### src/rtl/div_sequencer.sv
// div_sequencer: multi-cycle RV32M divide unit for an in-order pipeline.
// Restoring shift-subtract on operand magnitudes, one quotient bit per cycle,
// with sign fix-up applied on the final step. Divide-by-zero and signed
// overflow skip the iteration and complete one cycle after capture.
//
// Ports:
//   clk        rising-edge clock
//   rst        asynchronous active-high reset
//   start      EX stage holds a divide-class instruction
//   func_3     100 DIV, 101 DIVU, 110 REM, 111 REMU (func_3[2]=0 ignored)
//   operand_a  dividend (rs1)
//   operand_b  divisor (rs2)
//   flush      pipeline flush, aborts any operation
//   stall      freeze IF/ID/EX while a divide is pending
//   busy       iteration in progress
//   done       one-cycle pulse, result valid
//   result     quotient or remainder, held until the next completion
module div_sequencer #(
    parameter int XLEN = 32,
    parameter int ITER = XLEN
) (
    input  logic            clk,
    input  logic            rst,
    input  logic            start,
    input  logic [2:0]      func_3,
    input  logic [XLEN-1:0] operand_a,
    input  logic [XLEN-1:0] operand_b,
    input  logic            flush,
    output logic            stall,
    output logic            busy,
    output logic            done,
    output logic [XLEN-1:0] result
);

    localparam int CW = (ITER > 1) ? $clog2(ITER) : 1;

    typedef enum logic [1:0] {IDLE, RUN, DONE} state_t;

    state_t          state_q, state_d;
    logic [CW-1:0]   cnt_q, cnt_d;
    logic [XLEN-1:0] rem_q, rem_d;
    logic [XLEN-1:0] quo_q, quo_d;
    logic [XLEN-1:0] dvs_q, dvs_d;
    logic            is_rem_q, is_rem_d;
    logic            q_neg_q, q_neg_d;
    logic            r_neg_q, r_neg_d;
    logic [XLEN-1:0] result_q, result_d;

    logic            req;
    logic            is_signed;
    logic            a_neg, b_neg;
    logic [XLEN-1:0] a_mag, b_mag;
    logic            div_zero, ovf;

    logic [XLEN:0]   shifted, diff;
    logic            take;
    logic [XLEN-1:0] rem_nx, quo_nx;
    logic [XLEN-1:0] q_fin, r_fin;

    assign req       = start & func_3[2];
    assign is_signed = ~func_3[0];
    assign a_neg     = is_signed & operand_a[XLEN-1];
    assign b_neg     = is_signed & operand_b[XLEN-1];
    assign a_mag     = a_neg ? (-operand_a) : operand_a;
    assign b_mag     = b_neg ? (-operand_b) : operand_b;
    assign div_zero  = (operand_b == '0);
    assign ovf       = is_signed & (operand_a == {1'b1, {(XLEN-1){1'b0}}})
                                 & (operand_b == '1);

    // One restoring step: shift the next dividend bit into the partial
    // remainder and subtract the divisor if it fits. The borrow bit of the
    // XLEN+1 wide difference decides the quotient bit.
    assign shifted = {rem_q, quo_q[XLEN-1]};
    assign diff    = shifted - {1'b0, dvs_q};
    assign take    = ~diff[XLEN];
    assign rem_nx  = take ? diff[XLEN-1:0] : shifted[XLEN-1:0];
    assign quo_nx  = {quo_q[XLEN-2:0], take};
    assign q_fin   = q_neg_q ? (-quo_nx) : quo_nx;
    assign r_fin   = r_neg_q ? (-rem_nx) : rem_nx;

    always_comb begin
        state_d  = state_q;
        cnt_d    = cnt_q;
        rem_d    = rem_q;
        quo_d    = quo_q;
        dvs_d    = dvs_q;
        is_rem_d = is_rem_q;
        q_neg_d  = q_neg_q;
        r_neg_d  = r_neg_q;
        result_d = result_q;
        stall    = 1'b0;
        busy     = 1'b0;
        done     = 1'b0;

        case (state_q)
            IDLE: begin
                if (req && !flush) begin
                    stall    = 1'b1;
                    is_rem_d = func_3[1];
                    q_neg_d  = a_neg ^ b_neg;
                    r_neg_d  = a_neg;
                    rem_d    = '0;
                    quo_d    = a_mag;
                    dvs_d    = b_mag;
                    cnt_d    = '0;
                    if (div_zero) begin
                        result_d = func_3[1] ? operand_a : '1;
                        state_d  = DONE;
                    end else if (ovf) begin
                        result_d = func_3[1] ? '0 : {1'b1, {(XLEN-1){1'b0}}};
                        state_d  = DONE;
                    end else begin
                        state_d  = RUN;
                    end
                end
            end
            RUN: begin
                stall = 1'b1;
                busy  = 1'b1;
                rem_d = rem_nx;
                quo_d = quo_nx;
                cnt_d = cnt_q + CW'(1);
                if (cnt_q == CW'(ITER - 1)) begin
                    result_d = is_rem_q ? r_fin : q_fin;
                    state_d  = DONE;
                end
            end
            DONE: begin
                // The instruction is still in EX this cycle; start is ignored.
                done    = ~flush;
                state_d = IDLE;
            end
            default: state_d = IDLE;
        endcase

        // Flush overrides capture and completion alike.
        if (flush) begin
            state_d  = IDLE;
            result_d = result_q;
        end
    end

    always_ff @(posedge clk or posedge rst) begin
        if (rst) begin
            state_q  <= IDLE;
            cnt_q    <= '0;
            rem_q    <= '0;
            quo_q    <= '0;
            dvs_q    <= '0;
            is_rem_q <= 1'b0;
            q_neg_q  <= 1'b0;
            r_neg_q  <= 1'b0;
            result_q <= '0;
        end else begin
            state_q  <= state_d;
            cnt_q    <= cnt_d;
            rem_q    <= rem_d;
            quo_q    <= quo_d;
            dvs_q    <= dvs_d;
            is_rem_q <= is_rem_d;
            q_neg_q  <= q_neg_d;
            r_neg_q  <= r_neg_d;
            result_q <= result_d;
        end
    end

    assign result = result_q;

endmodule

### config.mk
export PLATFORM = sky130hd
export DESIGN_NAME = div_sequencer
export DESIGN_NICKNAME = d
export VERILOG_FILES = /design/src/rtl/div_sequencer.sv
export SDC_FILE = /design/constraint.sdc
export NUM_CORES = 1
export LEC_CHECK = 0
export ABC_AREA = 0
export CORE_ASPECT_RATIO = 1.25
export CORE_MARGIN = 1
export CORE_UTILIZATION = 40
export CTS_CLUSTER_SIZE = 14
export DETAILED_ROUTE_END_ITERATION = 10
export GPL_TIMING_DRIVEN = 0
export HOLD_SLACK_MARGIN = 0.08
export MAX_ROUTING_LAYER = met4
export PLACE_DENSITY = 0.64
export SYNTH_ARGS = -nofsm -noshare
export SYNTH_HDL_FRONTEND = slang
export SYNTH_SLANG_ARGS = --single-unit
### constraint.sdc
create_clock -name clk -period 6.1 [get_ports clk]
set_input_delay 0.61 -clock clk [delete_from_list [all_inputs] [get_ports clk]]
set_output_delay 0.61 -clock clk [all_outputs]
set_load 0.03 [all_outputs]
After elaboration in Yosys (flattened, before gate mapping)
Index checks and enable logic that the tools add are counted.
{"block": "totals", "register_bits": 138, "word_cells": 72}
{"block": "op_classes", "addsub": 6, "eq_ne": 10, "muxes": 29, "bitwise": 9, "n_reduce_logical": 9}
{"operator": "32-bit two-way mux", "n": 14}
{"operator": "32-bit one-hot mux with 2 select lines", "n": 3}
{"operator": "32-bit negator", "n": 4}
{"operator": "32-bit == test (second input constant)", "n": 2}
{"operator": "33-bit by 32-bit subtractor with 33-bit output", "n": 1}
{"operator": "32-bit zero test", "n": 1}
{"operator": "2-bit two-way mux", "n": 5}
{"operator": "5-bit one-hot mux with 2 select lines", "n": 1}
{"operator": "3-bit inequality test (second input constant)", "n": 3}
{"operator": "2-bit AND reduction", "n": 3}
{"operator": "5-bit by 1-bit adder with 5-bit output (second input constant)", "n": 1}
{"operator": "1-bit bitwise AND", "n": 5}
{"operator": "5-bit == test (second input constant)", "n": 1}
{"operator": "5-bit two-way mux", "n": 1}
{"operator": "5-bit AND reduction", "n": 1}
{"operator": "2-bit inequality test (second input constant)", "n": 2}
{"operator": "2-bit one-hot mux with 2 select lines", "n": 1}
{"operator": "1-bit two-way mux", "n": 3}
{"operator": "1-bit NOT", "n": 3}
{"operator": "2-bit by 1-bit == test with 1-bit output (second input constant)", "n": 1}
{"operator": "2-bit == test (second input constant)", "n": 1}
{"operator": "2-bit zero test", "n": 1}
{"operator": "1-bit one-hot mux with 2 select lines", "n": 1}
{"operator": "2-bit nonzero test", "n": 1}
{"operator": "3 further kinds", "n": 3}

Logic depth before layout (Yosys ltp)
{"block": "logic_depth", "word_depth": 8, "mapped_depth": 26}

Worst setup path before layout
Ideal clock, no wire load.
{"block": "synth_timing", "path_kind": "reg-to-reg", "start": "register quo_q[31]", "end": "register result_q[30], in the netlist result[30]", "setup_time_ps": 67, "arrival_time_ps": 5595, "setup_slack_ps": 437, "path_stages_with_launch": 26, "path_buffers": 2, "synth_period_minus_slack_ps": 5663, "path_cell_list": "dfrtp_1 inv_1 ha_1 inv_1 fa_1 a211oi_1 o211ai_1 nand3_1 a21oi_1 nor3_1 nor2_4 inv_2 buf_2 buf_1 nor2_1 a21oi_1 ha_1 nand2_1 or3_1 or3_1 a2111oi_0 a21oi_1 or3_1 or4_1 nand3_1 a32o_1"}
{"block": "synth_via", "elab_chain_cells": 7, "elab_cells_between_ends": 10}
{"item": "start: declaration", "line": "42", "rtl": "logic [XLEN-1:0] quo_q, quo_d;"}
{"item": "start signal: assignment", "line": "158", "rtl": "quo_q <= quo_d;"}
{"item": "33-bit by 32-bit subtractor with 33-bit output", "line": "74", "rtl": "assign diff = shifted - {1'b0, dvs_q};"}
{"item": "32-bit two-way mux or 1-bit NOT (tied branches)", "line": "76, 75"}
{"item": "32-bit negator, on equally long branches", "line": "79, 78"}
{"item": "32-bit two-way mux, on equally long branches", "line": "79, 78"}
{"item": "32-bit two-way mux (*)", "line": "124", "rtl": "result_d = is_rem_q ? r_fin : q_fin;"}
{"item": "32-bit two-way mux (*)", "line": "123", "rtl": "if (cnt_q == CW'(ITER - 1)) begin"}
{"item": "32-bit one-hot mux with 2 select lines (*)", "line": "95", "rtl": "case (state_q)"}
{"item": "end signal: assignment", "line": "163", "rtl": "result_q <= result_d;"}
{"item": "end: declaration", "line": "47", "rtl": "logic [XLEN-1:0] result_q, result_d;"}
Mark *: on every way between the ends. The rest lies on a longest branch, timed or not. The select of a mux whose other input is x is not followed.
A chain may end at the register's enable or synchronous reset.

Worst setup path after layout
{"block": "layout_timing", "start": "register dvs_q[29]", "end": "register result_q[30], in the netlist result[30]"}
{"block": "layout_via", "elab_chain_cells": 7, "elab_cells_between_ends": 10}
{"item": "start: declaration", "line": "43", "rtl": "logic [XLEN-1:0] dvs_q, dvs_d;"}
{"item": "start signal: assignment", "line": "159", "rtl": "dvs_q <= dvs_d;"}
{"item": "33-bit by 32-bit subtractor with 33-bit output (*)", "line": "74"}
{"item": "32-bit two-way mux or 1-bit NOT (tied branches)", "line": "76, 75"}
{"item": "32-bit negator, on equally long branches", "line": "79, 78"}
{"item": "32-bit two-way mux, on equally long branches", "line": "79, 78"}
{"item": "32-bit two-way mux (*)", "line": "124"}
{"item": "32-bit two-way mux (*)", "line": "123"}
{"item": "32-bit one-hot mux with 2 select lines (*)", "line": "95"}
Marked as above.

==> impl_metrics.json <==
{
  "crit_required_ps": 6470,
  "drtPass1Iterations": 6,
  "place_area_um2": 13350,
  "tightest_slew_ps": 1066,
  "synth_compound_area_share_pct": 29.12,
  "grt_pass1_wl_um": 74240,
  "root_buffer": "clkbuf_16",
  "grt_pass1_vias": 12460,
  "syn_area_per_cell_um2": 7.694,
  "io_buffers": 103,
  "yosys.area_share.simple_pct": 20.12,
  "reg2reg_slack_ps": 200,
  "worst_hold_slack_ps": 479.3,
  "wirelength_um": 48460,
  "final.min_clock_period_ps": 5896,
  "synth_edf_count": 0,
  "dp_cells": 2026,
  "setup.worst_path.end": "result[30]$_DFFE_PP0P_",
  "start_kind": "flop",
  "grt_overflow_total": 0,
  "fin_nets": 1764,
  "rows": 69,
  "routedWlPerCell_um": 23.57,
  "fin_cells": 2056,
  "final_common_cell": "o21ai_0",
  "tritoncts": "built",
  "slew_viol_final": 0,
  "via_per_inst": 6.092,
  "syn2layout_area_growth_pct": 19.47,
  "grt_usage_pct": 33.75,
  "drt_iter0_markers": 1111,
  "synth_top_family_by_area": "compound AO/OA/AOI/OAI gates",
  "worst_setup_path_end_kind": "flop",
  "fin_area_um2": 14060,
  "ys_seq_elements": 138,
  "drcViolationCount": 0,
  "drtAntennaViolNets": 0,
  "setup_tns_ps": 0,
  "synth_mux_area_share_pct": 2.477,
  "gp_congestion": 0.9755,
  "cts_max_path_buffers": 2,
  "fp.coreArea_um2": 28660,
  "p_leak_nw": 5.520,
  "hold_violations": 0,
  "cp_data_arrival_time_ps": 6270,
  "cts.sinks": 138,
  "status": "finished clean",
  "ys_seq_area_share_pct": 29.34,
  "total_power_mw": 7.851,
  "clock_latency_ps": 440,
  "reg2reg_depth": 23,
  "hold_path_class": "flop to flop",
  "final_cell_mix": "o21ai_0 (220), nand2_1 (162), dfrtp_1 (138), nor2_1 (108), a21oi_1 (105)",
  "nFillCells": 2910,
  "synthFlopType": "dfrtp_1",
  "synth_cell_type_count": 73,
  "dp_hpwl_um": 38190,
  "fp.dieH_um": 193.8,
  "worstSetupPathType": "flop to flop",
  "utilization_pct": 49.07,
  "synthXorXnorAreaFrac_pct": 9.896,
  "fmax_mhz": 169.6,
  "synth_fa_ha_area_share_pct": 4.315,
  "die_width_um": 155.4,
  "start_util_pct": 41.07,
  "synthCells": 1530,
  "worst_slack_ps": 203.6,
  "io_pins": 106,
  "die-area_um2": 30120,
  "numCtsBuffers": 17,
  "h-tree-depth": 4,
  "vdd_drop_max_mv": 0.2062,
  "grt_max_degree": 83,
  "finalSetupViolCount": 0,
  "timing.final.crit_share_pct": 96.66,
  "vias": 12530,
  "antenna_found_initial": 0,
  "synth_warnings": 0,
  "regToRegStartpoint": "dvs_q[29]$_DFFE_PP0P_",
  "crit_path_max_fanout": 10,
  "startpoint": "dvs_q[29]$_DFFE_PP0P_",
  "power_density_nw_per_um2": 558.2,
  "synthArstFlopShare_pct": 100.0,
  "drive_gt1_share_pct": 5.282,
  "syn-cell-area_um2": 11770,
  "slew_headroom_pct": 28.36,
  "dp_slack_ps": -926.4,
  "antenna_cells": 0,
  "r2r_end": "result[30]$_DFFE_PP0P_",
  "clock_skew_ps": 9.054,
  "synth_nets": 1641,
  "path_clk_slew_ps": 60,
  "maxCapViolations": 0
}
Yosys cell counts (all sizes together), types with 18 or more instances:
cell type,n,area share [%]
o21ai,228,9.7
nand2,162,5.2
dfrtp,138,29
a21oi,109,4.6
nor2,109,3.5
clkbuf,77,2.5
xnor2,72,5.4
xor2,61,4.5
inv,58,1.8
nor3,47,2.0
ha,39,4.1
a22oi,32,2.0
mux2i,28,2.4
nand3,27,1.1
o31ai,26,1.8
or3,25,1.4
a31oi,24,1.3
nand4,22,1.2
o41ai,18,1.3
sequential cells by signal (all words and copies together) (netlist names):
signal	flops
state_q	2
q_neg_q	1
result	32
rem_q	32
quo_q	32
dvs_q	32
r_neg_q	1
is_rem_q	1
cnt_q	5
logic make-up (layout without fill, tap and decap cells):
| family | after synthesis | count (layout) |
|---|---|---|
| xor gates and xnor gates | 133 | 133 |
| DFF | 138 | 138 |
| and+or+nand+nor | 488 | 488 |
| buffers and inverters | 146 | 282 |
| adders and majority gates | 40 | 40 |
| muxes | 29 | 29 |
| AOI/OAI and AO/OA | 556 | 556 |
how the worst min path moves through the flow:
stage | start | endpoint | slack [ps] | depth (start not counted)
floorplan | cnt_q[3]$_DFFE_PP0P_ | cnt_q[3]$_DFFE_PP0P_ | 450 | 1
global placement | dvs_q[5]$_DFFE_PP0P_ | dvs_q[5]$_DFFE_PP0P_ | 470 | 2
detailed placement | dvs_q[13]$_DFFE_PP0P_ | dvs_q[13]$_DFFE_PP0P_ | 470 | 2
CTS | dvs_q[5]$_DFFE_PP0P_ | dvs_q[5]$_DFFE_PP0P_ | 490 | 2
global route | dvs_q[29]$_DFFE_PP0P_ | dvs_q[29]$_DFFE_PP0P_ | 500 | 2
finish | dvs_q[5]$_DFFE_PP0P_ | dvs_q[5]$_DFFE_PP0P_ | 480 | 2
metal layers:
layer,vias up,track usage [%],wire [µm]
met3,151,3.442,2544
li1,5881,-,-
met2,493,55.09,23340
met4,0,22.48,3541
met5,-,-,0
met1,6001,39.14,19030
cell type report:
| type | count | area [µm²] | share of cell area [%] |
|---|---|---|---|
| tap | 390 | 488.0 | 3.470 |
| timing repair buffer | 109 | 1096 | 7.794 |
| clock buffer | 18 | 429.2 | 3.052 |
| multi-input combinational | 1246 | 7893 | 56.12 |
| clock inverter | 14 | 145.1 | 1.032 |
| buffer | 83 | 334.1 | 2.375 |
| inverter | 58 | 225.2 | 1.601 |
| sequential | 138 | 3453 | 24.56 |
where the power goes:
part | internal [mW] | switching, mW | total, mW
combinational | 1.80 | 3.39 | 5.19
clock | 0.602 | 0.441 | 1.04
sequential | 1.23 | 0.391 | 1.62
total | 3.63 | 4.22 | 7.85
critical path: stages (launching register included):
cell and delay (ps):
dfrtp_1 370, inv_1 190, ha_1 360, a21o_1 230
a21o_1 190, a221oi_2 410, o21ai_2 170, nor3_4 280
nor2_4 90, inv_4 130, buf_4 210, buf_6 190
nor2_1 60, a21oi_2 150, ha_1 210, nand2_1 80
or3_1 330, or3_1 400, a2111oi_2 370, a21oi_1 130
or3_1 450, or4_1 520, nand3_1 130, a32o_1 170
timing repair:
action / 4_1_cts / 5_1_grt
pin swaps: 4 / 4
gates resized for setup: 13 / 25
gates cloned: 0 / 0
buffers inserted: 2 / 1
hold buffers: 0 / 0
setup endpoints to repair: 12 / 8
(Power assumes the default switching activity.)
